File: src/rtl/bomba_pkg.sv
// Shared types for the level-controlled pump: FSM states and fault-cause codes.
package bomba_pkg;

  typedef enum logic [1:0] {
    REPOSO   = 2'd0,
    LLENANDO = 2'd1,
    ALARMA   = 2'd2
  } estado_t;

  localparam logic [1:0] FALLA_NONE    = 2'b00;
  localparam logic [1:0] FALLA_PATRON  = 2'b01;
  localparam logic [1:0] FALLA_TIMEOUT = 2'b10;

endpackage

File: src/rtl/bomba_antirrebote.sv
// Two-flop synchroniser plus debounce filter for the level sensor vector.
// The first accepted value raises ok_o; until then even an unchanged value must prove stable.
module bomba_antirrebote #(
  parameter int W       = 3,
  parameter int DEB_CYC = 4
) (
  input  logic         ck,
  input  logic         rst_i,
  input  logic [W-1:0] d_i,
  output logic [W-1:0] q_o,
  output logic         ok_o
);

  localparam int CW = $clog2(DEB_CYC + 1);
  localparam logic [CW-1:0] DEB_MAX = CW'(DEB_CYC);
  localparam logic [CW-1:0] CNT_ONE = CW'(1);

  logic [W-1:0]  sync1_q, sync2_q, cand_q, cand_d, filt_q, filt_d;
  logic [1:0]    prim_q;
  logic [CW-1:0] cnt_q, cnt_d, hits_s;
  logic          ok_q, ok_d;

  // Count consecutive edges showing the same candidate value; a different value restarts at 1.
  always_comb begin
    cand_d = cand_q;
    filt_d = filt_q;
    cnt_d  = cnt_q;
    ok_d   = ok_q;
    hits_s = ((cnt_q != '0) && (sync2_q == cand_q)) ? cnt_q + CNT_ONE : CNT_ONE;
    if (prim_q[1] && ((sync2_q != filt_q) || !ok_q)) begin
      if (hits_s == DEB_MAX) begin
        filt_d = sync2_q;
        ok_d   = 1'b1;
        cnt_d  = '0;
      end else begin
        cnt_d  = hits_s;
        cand_d = sync2_q;
      end
    end else begin
      cnt_d = '0;
    end
  end

  always_ff @(posedge ck or posedge rst_i) begin
    if (rst_i) begin
      sync1_q <= '0;
      sync2_q <= '0;
      prim_q  <= 2'b00;
      cand_q  <= '0;
      filt_q  <= '0;
      cnt_q   <= '0;
      ok_q    <= 1'b0;
    end else begin
      sync1_q <= d_i;
      sync2_q <= sync1_q;
      prim_q  <= {prim_q[0], 1'b1};
      cand_q  <= cand_d;
      filt_q  <= filt_d;
      cnt_q   <= cnt_d;
      ok_q    <= ok_d;
    end
  end

  assign q_o  = filt_q;
  assign ok_o = ok_q;

endmodule

File: src/rtl/bomba_niveles.sv
// Tank-fill pump controller driven by debounced thermometer-coded level sensors.
// Define BOMBA_TIMEOUT_EN to enable the dry-run timeout alarm (fault code 10).
module bomba_niveles
  import bomba_pkg::*;
#(
  parameter int N_SENS  = 3,
  parameter int DEB_CYC = 4,
  parameter int LO_IDX  = 0,
  parameter int MIN_ON  = 16,
  parameter int MAX_ON  = 1024
) (
  input  logic                        ck,
  input  logic                        rst_i,
  input  logic [N_SENS-1:0]           sensores_i,
  input  logic                        ack_i,
  output logic                        bomba_o,
  output logic                        alarma_o,
  output logic [$clog2(N_SENS+1)-1:0] nivel_o,
  output logic [1:0]                  falla_o
);

  localparam int NW    = $clog2(N_SENS + 1);
  localparam int RUN_W = $clog2(MAX_ON);
  localparam logic [RUN_W-1:0] RUN_MIN = RUN_W'(MIN_ON - 1);
  localparam logic [RUN_W-1:0] RUN_ONE = RUN_W'(1);
`ifdef BOMBA_TIMEOUT_EN
  localparam logic [RUN_W-1:0] RUN_SAT = RUN_W'(MAX_ON - 1);
`else
  localparam logic [RUN_W-1:0] RUN_SAT = RUN_W'(MIN_ON - 1);
`endif

  logic [N_SENS-1:0] filt_s, inc_s;
  logic              deb_ok_s, valid_s, full_s;
  logic [NW-1:0]     pop_s;
  estado_t           state_q, state_d;
  logic [RUN_W-1:0]  run_q, run_d;
  logic [1:0]        falla_q, falla_d;
  logic              bomba_q, alarma_q;
  logic [NW-1:0]     nivel_q;

  bomba_antirrebote #(
    .W       (N_SENS),
    .DEB_CYC (DEB_CYC)
  ) u_antirrebote (
    .ck    (ck),
    .rst_i (rst_i),
    .d_i   (sensores_i),
    .q_o   (filt_s),
    .ok_o  (deb_ok_s)
  );

  // A thermometer code is 2^k-1, so adding one clears every set bit.
  always_comb begin
    inc_s   = filt_s + {{(N_SENS-1){1'b0}}, 1'b1};
    valid_s = ((filt_s & inc_s) == '0);
    full_s  = &filt_s;
    pop_s   = '0;
    for (int i = 0; i < N_SENS; i++) begin
      pop_s = pop_s + {{(NW-1){1'b0}}, filt_s[i]};
    end
  end

  always_comb begin
    state_d = state_q;
    run_d   = run_q;
    falla_d = falla_q;
    case (state_q)
      REPOSO: begin
        if (deb_ok_s && valid_s && !filt_s[LO_IDX]) begin
          state_d = LLENANDO;
          run_d   = '0;
        end else begin
          state_d = REPOSO;
        end
      end
      LLENANDO: begin
        if (full_s && (run_q >= RUN_MIN)) begin
          state_d = REPOSO;
`ifdef BOMBA_TIMEOUT_EN
        end else if (run_q == RUN_SAT) begin
          state_d = ALARMA;
          falla_d = FALLA_TIMEOUT;
`endif
        end else if (run_q != RUN_SAT) begin
          run_d = run_q + RUN_ONE;
        end else begin
          run_d = run_q;
        end
      end
      ALARMA: begin
        if (ack_i && valid_s) begin
          state_d = REPOSO;
          falla_d = FALLA_NONE;
        end else begin
          state_d = ALARMA;
        end
      end
      default: begin
        state_d = REPOSO;
      end
    endcase
    // An impossible sensor pattern overrides every other transition.
    if (deb_ok_s && !valid_s) begin
      state_d = ALARMA;
      falla_d = FALLA_PATRON;
    end else begin
      falla_d = falla_d;
    end
  end

  always_ff @(posedge ck or posedge rst_i) begin
    if (rst_i) begin
      state_q  <= REPOSO;
      run_q    <= '0;
      falla_q  <= FALLA_NONE;
      bomba_q  <= 1'b0;
      alarma_q <= 1'b0;
      nivel_q  <= '0;
    end else begin
      state_q  <= state_d;
      run_q    <= run_d;
      falla_q  <= falla_d;
      bomba_q  <= (state_d == LLENANDO);
      alarma_q <= (state_d == ALARMA);
      nivel_q  <= pop_s;
    end
  end

  assign bomba_o  = bomba_q;
  assign alarma_o = alarma_q;
  assign nivel_o  = nivel_q;
  assign falla_o  = falla_q;

endmodule

File: config.mk
export PLATFORM = sky130hd
export DESIGN_NAME = bomba_niveles
export DESIGN_NICKNAME = d
export VERILOG_FILES = /design/src/rtl/bomba_pkg.sv /design/src/rtl/bomba_antirrebote.sv /design/src/rtl/bomba_niveles.sv
export SDC_FILE = /design/constraint.sdc
export NUM_CORES = 1
export LEC_CHECK = 0
export CAP_MARGIN = 40
export CELL_PAD_IN_SITES_DETAIL_PLACEMENT = 0
export CELL_PAD_IN_SITES_GLOBAL_PLACEMENT = 1
export CORE_ASPECT_RATIO = 1.75
export CORE_MARGIN = 2
export CORE_UTILIZATION = 42
export CTS_CLUSTER_SIZE = 20
export DETAILED_ROUTE_END_ITERATION = 6
export HOLD_SLACK_MARGIN = 0.15
export PLACE_DENSITY = 0.79
export SYNTH_ARGS = -nofsm -noshare
export SYNTH_HDL_FRONTEND = slang
export SYNTH_SLANG_ARGS = --single-unit
File: constraint.sdc
create_clock -name ck -period 5.7 [get_ports ck]
set_input_delay 1.14 -clock ck [delete_from_list [all_inputs] [get_ports ck]]
set_output_delay 1.14 -clock ck [all_outputs]
set_load 0.01 [all_outputs]
* After elaboration in Yosys (flattened, before gate mapping)
Index checks and enable logic that the tools add are counted.
** Word-level totals
- Register bits after elaboration :: 36
- Output and inout bits :: 6
- Logic and storage cells :: 69
** Operators by class
- $add $sub $neg :: 5
- Magnitude comparators :: 1
- Eq/ne operators :: 11
- Mux-type cells :: 15
- Bitwise gates (word level) :: 2
- Reductions and logical operators :: 22
** Operators with widths (count)
- $mux 10 :: 3
- $pmux 10 s2 :: 1
- $mux 2 :: 6
- $add 10x1->10 const B :: 1
- $ge 10x4->1 const B :: 1
- $ne 10x4->1 const B :: 1
- $mux 3 :: 3
- $logic_and 1x1->1 :: 7
- $add 3x1->3 const B :: 2
- $ne 2x2->1 const B :: 3
- $pmux 2 s3 :: 1
- $reduce_and 2->1 :: 3
- $reduce_bool 2->1 :: 3
- $eq 2x1->1 const B :: 2
- $eq 2x2->1 const B :: 2
- $reduce_and 4->1 :: 1
- $and 3x3->3 :: 1
- $eq 3x3->1 :: 1
- $eq 3x3->1 const B :: 1
- $logic_not 1->1 :: 3
- $logic_not 3->1 :: 1
- $ne 3x3->1 :: 1
- $reduce_and 3->1 :: 1
- $reduce_bool 3->1 :: 1
- other kinds (6) :: 6

* Logic depth before layout (Yosys ltp)
Gate-level depths: netlist of the first run.
- Depth in word-level cells :: 9
- Depth in mapped cells :: 5

* Cells and area by module
Synthesis of the first run repeated with hierarchy kept, for this count alone.
** Unflattened totals
- Cell total of the unflattened synthesis :: 138
- Area total of the unflattened synthesis :: 1695.4 um^2
** By module, submodules not included
- bomba_niveles :: times used 1, cells each 88, area an instance 964.7 um^2, seq. area each 425.4 um^2
- bomba_antirrebote :: times used 1, cells each 50, area an instance 730.7 um^2, seq. area each 450.4 um^2

* Worst setup path before layout of the first run
Ideal clock, no wire load.
- Path type :: reg-to-reg
- Start :: register u_antirrebote.filt_q[0], in the netlist u_antirrebote.q_o[0]
- End :: register run_q[6]
- Arrival time :: 1.923 ns
- Required time :: 5.623 ns
- Path slack :: 3.700 ns
- Cell stages (with the launch flop) :: 5
- Path buffers :: 0
- Period minus slack after synthesis :: 2.000 ns
- Cells stage by stage :: dfrtp_1 or4b_4 a2111o_1 or3_1 a21oi_1
** Between the ends
- Cells in the longest elaborated chain, start to end :: 7
** RTL lines
- start: declaration :: line bomba_antirrebote.sv:18 : logic [W-1:0] sync1_q, sync2_q, cand_q, cand_d, filt_q, filt_d;
- start signal: assignment :: line bomba_antirrebote.sv:58 : filt_q <= filt_d;
- $add 3x1->3 :: line bomba_niveles.sv:54 : inc_s = filt_s + {{(N_SENS-1){1'b0}}, 1'b1};
- $and 3x3->3 :: line bomba_niveles.sv:55 : valid_s = ((filt_s & inc_s) == '0);
- $logic_not 3->1 :: line bomba_niveles.sv:55
- $logic_and 1x1->1 (2 in a row) :: line bomba_niveles.sv:69 : if (deb_ok_s && valid_s && !filt_s[LO_IDX]) begin
- $ne 2x2->1 (no source line)
- $reduce_and 4->1 (no source line) (*)
- end signal: assignment :: line bomba_niveles.sv:121 : run_q <= run_d;
- end: declaration :: line bomba_niveles.sv:36 : logic [RUN_W-1:0] run_q, run_d;
Every way passes the cells marked *; elsewhere a longest branch is shown, timed or not.
A chain may end at the register's enable or synchronous reset.

* Final worst setup path of the first run
- Start :: register falla_q[0], in the netlist falla_o[0]
- End :: output falla_o[0]
** RTL lines
- start: declaration :: line bomba_niveles.sv:37 : logic [1:0] falla_q, falla_d;
- start signal: assignment :: line bomba_niveles.sv:122 : falla_q <= falla_d;
- end: declaration :: line bomba_niveles.sv:19 : output logic [1:0] falla_o
No word-level cell between the ends.

==> results.toml, run 1 <==
[global_route]
track_usage_pct = 15.1
grt_first_pass_wirelength_um = 4820
antenna_found_initial = 0
grt_pass1_vias = 1100
grt-ovfl-total = 0
grt_max_degree = 36

[critical_path]
critPathKind = "reg2out"
crit_family = "buffers and inverters"
path_buf_inv = 1
required_ns = 4.56
cp_cell_sequence = "clkdlybuf4s50_1"
critical-path-max-stage-delay_ns = 0.54
crit_slowest_cell = "clkdlybuf4s50_1"
timing.reg2reg.worst_path_depth = 5
worstPathMaxFanout = 2
cp.arrival_ns = 1.17
cp.depth = 1
critPathLaunchType = "register"
cp-end-kind = "output pin"

[timing]
skew_ns = 0.00310
setup_violations = 0
finalSetupTns_ns = 0
post-route-period-util_pct = 40.4
setup_ws_ns = 3.39
timing.final.crit_period_ns = 2.31
rsz0062_at_grt = "false"
tightest_slew_ns = 0.911
drv_slew = 0
fmax_mhz = 434
hold_viol = 0
timing.slew.headroom_pct = 37.7

[floorplanning]
start_util_pct = 44.0
ios = 12
core_um2 = 3660
die_h_um = 86.0
rows = 29
die-width_um = 50.8
die_area_um2 = 4370

[cells_and_area]
drive_gt1_share_pct = 13.9
nets = 167
final_cell_count_no_fill = 204
area_delta_synth_final_pct = 17.8
diodes = 0
layout_common_cells = "dfrtp_1 (35), inv_1 (12), nand2_1 (11), clkdlybuf4s50_1 (10)"
final_area_um2 = 1900
final_common_cell = "dfrtp_1"
fillers = 337

[synth]
yosysSeqAreaShare_pct = 54.3
syn_inst = 142
async_reset_ff_share_pct = 100
syn_area_per_cell_um2 = 11.4
yosysUniqueCellTypes = 36
synthesis.area_um2 = 1610
yosys_most_used_dff = "dfrtp_1"
yosysWarnings = 0
ys_ff_latch = 35
syn-num-nets = 152
synth_edf_count = 0

[power_and_ir_drop]
p_leak_nw = 0.845
cellPowerDensity_nw_per_um2 = 301
total_power_w = 0.000572
irDropWorstVdd_mv = 0.198

[placement]
pre_cts_ws_ns = 3.51
port_buffers = 10
placedCellCount = 196
hpwlAfterDp_um = 2100
gp_congestion = 0.777
dpl_cell_area_um2 = 1760

[clock_tree]
cts_post_setup_buffers_inserted = 0
cts_resized = 0
cts_tree = "built"
cts_htree_levels = 2
numCtsBuffers = 5
cts-hold-fix-buffers = 0
path_clk_slew_ns = 0.07
cts.sinks = 35
clockRootBuffer = "clkbuf_8"
clk_latency_ns = 0.28
cts_max_path_buffers = 2

[routing]
drc = 0
postRouteAntennaNets = 0
vias = 1080
routedWlPerCell_um = 13.8
drt-total-wl_um = 2820
vias_per_cell = 5.29
first_iter_violations = 20
dr.pass1.iters = 4

[hold_path]
min_path_type = "reg2reg"
hold_depth = 0

[run]
max-cap-violations = 0

[run_status]
outcome = "finished clean"
-- worst reg2reg max path: stages (launching register included) --
cell and delay, ns:
dfrtp_1 0.39, inv_1 0.08, ha_1 0.20, a2111oi_0 0.77, nand3b_1 0.31, mux2_2 0.35
-- layout make-up --
| class | count | area, µm² | area share, % |
|---|---|---|---|
| well taps | 46 | 57.6 | 3.03 |
| repair buffers | 11 | 108 | 5.67 |
| multi-input cells | 92 | 677 | 35.6 |
| flip-flops and latches | 35 | 876 | 46.1 |
| inverters | 12 | 45.0 | 2.37 |
| clock buffers | 5 | 68.8 | 3.62 |
| clock inverters | 3 | 67.6 | 3.56 |
-- per-layer routing --
metal  GRT usage (%)  routed length [µm]  up-vias  part of all wire (%)
met5               0                   0        -                     0
met4            8.35                  70        0                   2.5
met3            4.18                  61        5                   2.2
met2            27.2                1620        8                    58
met1            15.2                1070      538                    38
li1                -                   -      529                     -
-- cells in the mapped netlist (all sizes together) (2+ instances only) --
| cell type | count | share of area (%) |
|---|---|---|
| dfrtp | 35 | 54 |
| conb | 2 | 0.47 |
| ha | 3 | 2.3 |
| a2111o | 2 | 1.4 |
| o21a | 2 | 0.93 |
| nor2 | 4 | 0.93 |
| and3 | 2 | 0.85 |
| mux2i | 5 | 3.1 |
| nand2b | 8 | 3.1 |
| a211oi | 2 | 0.93 |
| a2111oi | 4 | 2.2 |
| nand2 | 11 | 2.6 |
| a21oi | 7 | 2.2 |
| xor2 | 6 | 3.3 |
| clkbuf | 2 | 0.47 |
| a22oi | 2 | 0.93 |
| or3 | 3 | 1.2 |
| nor3 | 2 | 0.62 |
| o21ai | 3 | 0.93 |
| nand3 | 4 | 1.2 |
| mux2 | 8 | 5.6 |
| inv | 12 | 2.8 |
-- worst paths after layout --
| path | startpoint | end | slack (ns) |
|---|---|---|---|
| setup reg to reg | u_antirrebote.cnt_q[0] | u_antirrebote.q_o[2] | 3.50 |
| setup / recovery | falla_o[0] | falla_o[0] | 3.39 |
| hold / removal | u_antirrebote.prim_q[0] | u_antirrebote.prim_q[1] | 0.35 |
| hold reg to reg | u_antirrebote.prim_q[0] | u_antirrebote.prim_q[1] | 0.35 |
| max in group asynchronous | rst_i | nivel_o[0] | 4.13 |
| min in group asynchronous | rst_i | u_antirrebote.cand_q[2] | 1.25 |
-- where the power goes --
part           internal, W   total, W  switching, W
Combinational    0.0000188  0.0000408     0.0000220
Clock             0.000174   0.000265     0.0000909
Sequential        0.000258   0.000266    0.00000787
Total             0.000451   0.000572      0.000121
-- registers in the layout, summed over array words and instances, names as in the netlist, 2 cells and up --
| register | cells |
|---|---|
| u_antirrebote.cand_q | 3 |
| u_antirrebote.prim_q | 2 |
| run_q | 10 |
| nivel_o | 2 |
| u_antirrebote.sync1_q | 3 |
| state_q | 2 |
| u_antirrebote.cnt_q | 3 |
| u_antirrebote.q_o | 3 |
| u_antirrebote.sync2_q | 3 |
-- logic make-up (layout without fill, tap and decap cells) --
kind of cell,count (synthesis),count (layout),synth area share [%]
AOI/OAI and AO/OA,27,27,12.3
adders and majority gates,4,4,3.57
buffers and inverters,15,31,3.72
xor gates and xnor gates,7,7,3.80
and+or+nand+nor,39,39,13.1
muxes,13,13,8.69
other,2,2,0.466
DFF,35,35,54.3
-- through the flow --
step | hold slack, ns | utilization, %
finish | 0.351 | 51.8
global route | 0.368 | 51.8
CTS | 0.351 | 51.8
detailed placement | 0.336 | 48.1
global placement | 0.331 | 48.1
floorplan | 0.331 | -
Power figures use the tool's default switching activity.
==> run 2, diff against run 1 <==
- clock period: 5.7 -> 2.4 ns (I/O delays scaled with it)
==> run 2 against run 1 <==
Compared with the run above: register-to-register slack got worse by 3.3 ns; hold slack got worse by 0.0071 ns; total power increased by 140%; sequential power increased by 140%; largest power group unchanged; highest routed layer unchanged.
==> results.toml, run 2 (synthesized netlist as in run 1, its figures left out) <==
[placement]
pre_cts_ws_ns = 0.269
hpwlAfterDp_um = 2110
gp_congestion = 0.797
port_buffers = 10

[routing]
routedWlPerCell_um = 14.1
drt-total-wl_um = 2920
vias = 1101
first_iter_violations = 22
dr.pass1.iters = 4
postRouteAntennaNets = 0
drc = 0
vias_per_cell = 5.32

[cells_and_area]
regMostFlops = "run_q"
nets = 170
layout_common_cells = "dfrtp_1 (35), inv_1 (12), nand2_1 (11), clkdlybuf4s50_1 (10)"
drive_gt1_share_pct = 15.5
largest_register_ff_count = 10
area_delta_synth_final_pct = 19.2
diodes = 0
final_common_cell = "dfrtp_1"

[power_and_ir_drop]
power.internal_w = 0.00107
irDropWorstVdd_mv = 0.463
clockPowerShare_pct = 46.0
p_seq_share_pct = 46.7
cellPowerDensity_nw_per_um2 = 704
p_comb_share_pct = 7.2
netSwitchingFraction_pct = 20.7
p_switching_w = 0.000280
p_leak_nw = 0.860

[clock_tree]
cts_resized = 0
cts.sinks = 35
cts-hold-fix-buffers = 0
path_clk_slew_ns = 0.07
clk_latency_ns = 0.29
numCtsBuffers = 5
cts_htree_levels = 2
cts_max_path_buffers = 2
clockRootBuffer = "clkbuf_8"
cts_post_setup_buffers_inserted = 0
cts_tree = "built"

[timing]
timing.final.crit_period_ns = 2.17
fmax_mhz = 461
drv_slew = 0
timing.slew.headroom_pct = 60.4
tightest_slew_ns = 0.578
hold_viol = 0
setup_ws_ns = 0.233
setup_violations = 0
rsz0062_at_grt = "false"
skew_ns = 0.00603
post-route-period-util_pct = 90.3
finalSetupTns_ns = 0

[critical_path]
critPathKind = "reg2reg"
rr_endpoint = "run_q[9]"
cp_cell_sequence = "or4b_4, a21o_2, a2111oi_0, mux2i_1"
timing.rr.start = "u_antirrebote.q_o[0]"
r2r_slack_ns = 0.23
critPathLaunchType = "register"
cp-end-kind = "register"
worstPathMaxFanout = 6
critical-path-max-stage-delay_ns = 0.58
timing.reg2reg.worst_path_depth = 4
required_ns = 2.61
crit_slowest_cell = "or4b_4"
cp.arrival_ns = 2.38

[floorplanning]
die_h_um = 86.0
start_util_pct = 44.0
die_area_um2 = 4370
rows = 29
ios = 12
die-width_um = 50.8
core_um2 = 3660

[global_route]
antenna_found_initial = 0
track_usage_pct = 15.8
grt_first_pass_wirelength_um = 5050
grt-ovfl-total = 0
grt_max_degree = 36
grt_pass1_vias = 1130

[hold_path]
holdPathEnd = "u_antirrebote.sync2_q[1]"
hold_depth = 0
min_path_type = "reg2reg"
hold_start = "u_antirrebote.sync1_q[1]"

[run_status]
outcome = "finished clean"

[run]
max-cap-violations = 0
[run 2: cell count changes in the layout (fill, tap and decap cells not counted)]
cell   change
buf_4      +3
[run 2: worst max-delay path by stage]
stage	start	endpoint	slack, ns	depth (start not counted)
finish	u_antirrebote.q_o[0]	run_q[9]	0.23	4
detailed placement	u_antirrebote.q_o[0]	run_q[9]	0.27	4
global placement	u_antirrebote.q_o[0]	run_q[6]	0.34	4
global route	u_antirrebote.q_o[1]	run_q[9]	0.12	4
CTS	u_antirrebote.q_o[0]	run_q[9]	0.25	4
floorplan	u_antirrebote.q_o[0]	run_q[6]	0.40	4
[run 2: cell type report]
type | count | area, µm²
Fill cell | 342 | 1740
Sequential cell | 35 | 876
Multi-Input combinational cell | 92 | 677
Timing Repair Buffer | 14 | 130
Clock buffer | 5 | 68.8
Clock inverter | 3 | 67.6
Tap cell | 46 | 57.6
Inverter | 12 | 45.0
[run 2: layer usage]
layer | global-route usage (%) | share of wire [%] | wire length [µm] | up-vias
met5 | 0 | 0 | 0 | -
met4 | 8.11 | 2.2 | 63 | 0
met3 | 4.18 | 2.3 | 68 | 6
met2 | 29.7 | 58 | 1700 | 8
met1 | 15.3 | 37 | 1090 | 552
li1 | - | - | - | 535
[run 2: critical path: cells and delay by family, from the launching register on]
kind / cells / cell delay (ns)
DFF: 1 / 0.45
muxes: 1 / 0.24
AOI/OAI and AO/OA: 2 / 0.82
and+or+nand+nor: 1 / 0.58
[run 2: power groups by stage]
stage	combinational [W]	sequential, W	clock (W)
3_5_place_dp	0.0000989	0.000644	0
4_1_cts	0.0000995	0.000632	0.000648
5_1_grt	0.000110	0.000635	0.000669
3_3_place_gp	0.0000963	0.000643	0
6_report	0.0000979	0.000632	0.000623
2_1_floorplan	0.0000626	0.000641	0
[run 2: through the flow]
step	utilization, %	std cells	total power [W]	area [µm²]	hold slack [ns]
2_1_floorplan	-	142	0.000703	1610	0.331
3_3_place_gp	48.7	199	0.000739	1790	0.334
3_5_place_dp	48.7	199	0.000743	1790	0.335
4_1_cts	52.4	207	0.00138	1920	0.344
5_1_grt	52.4	207	0.00141	1920	0.358
6_report	52.4	207	0.00135	1920	0.344
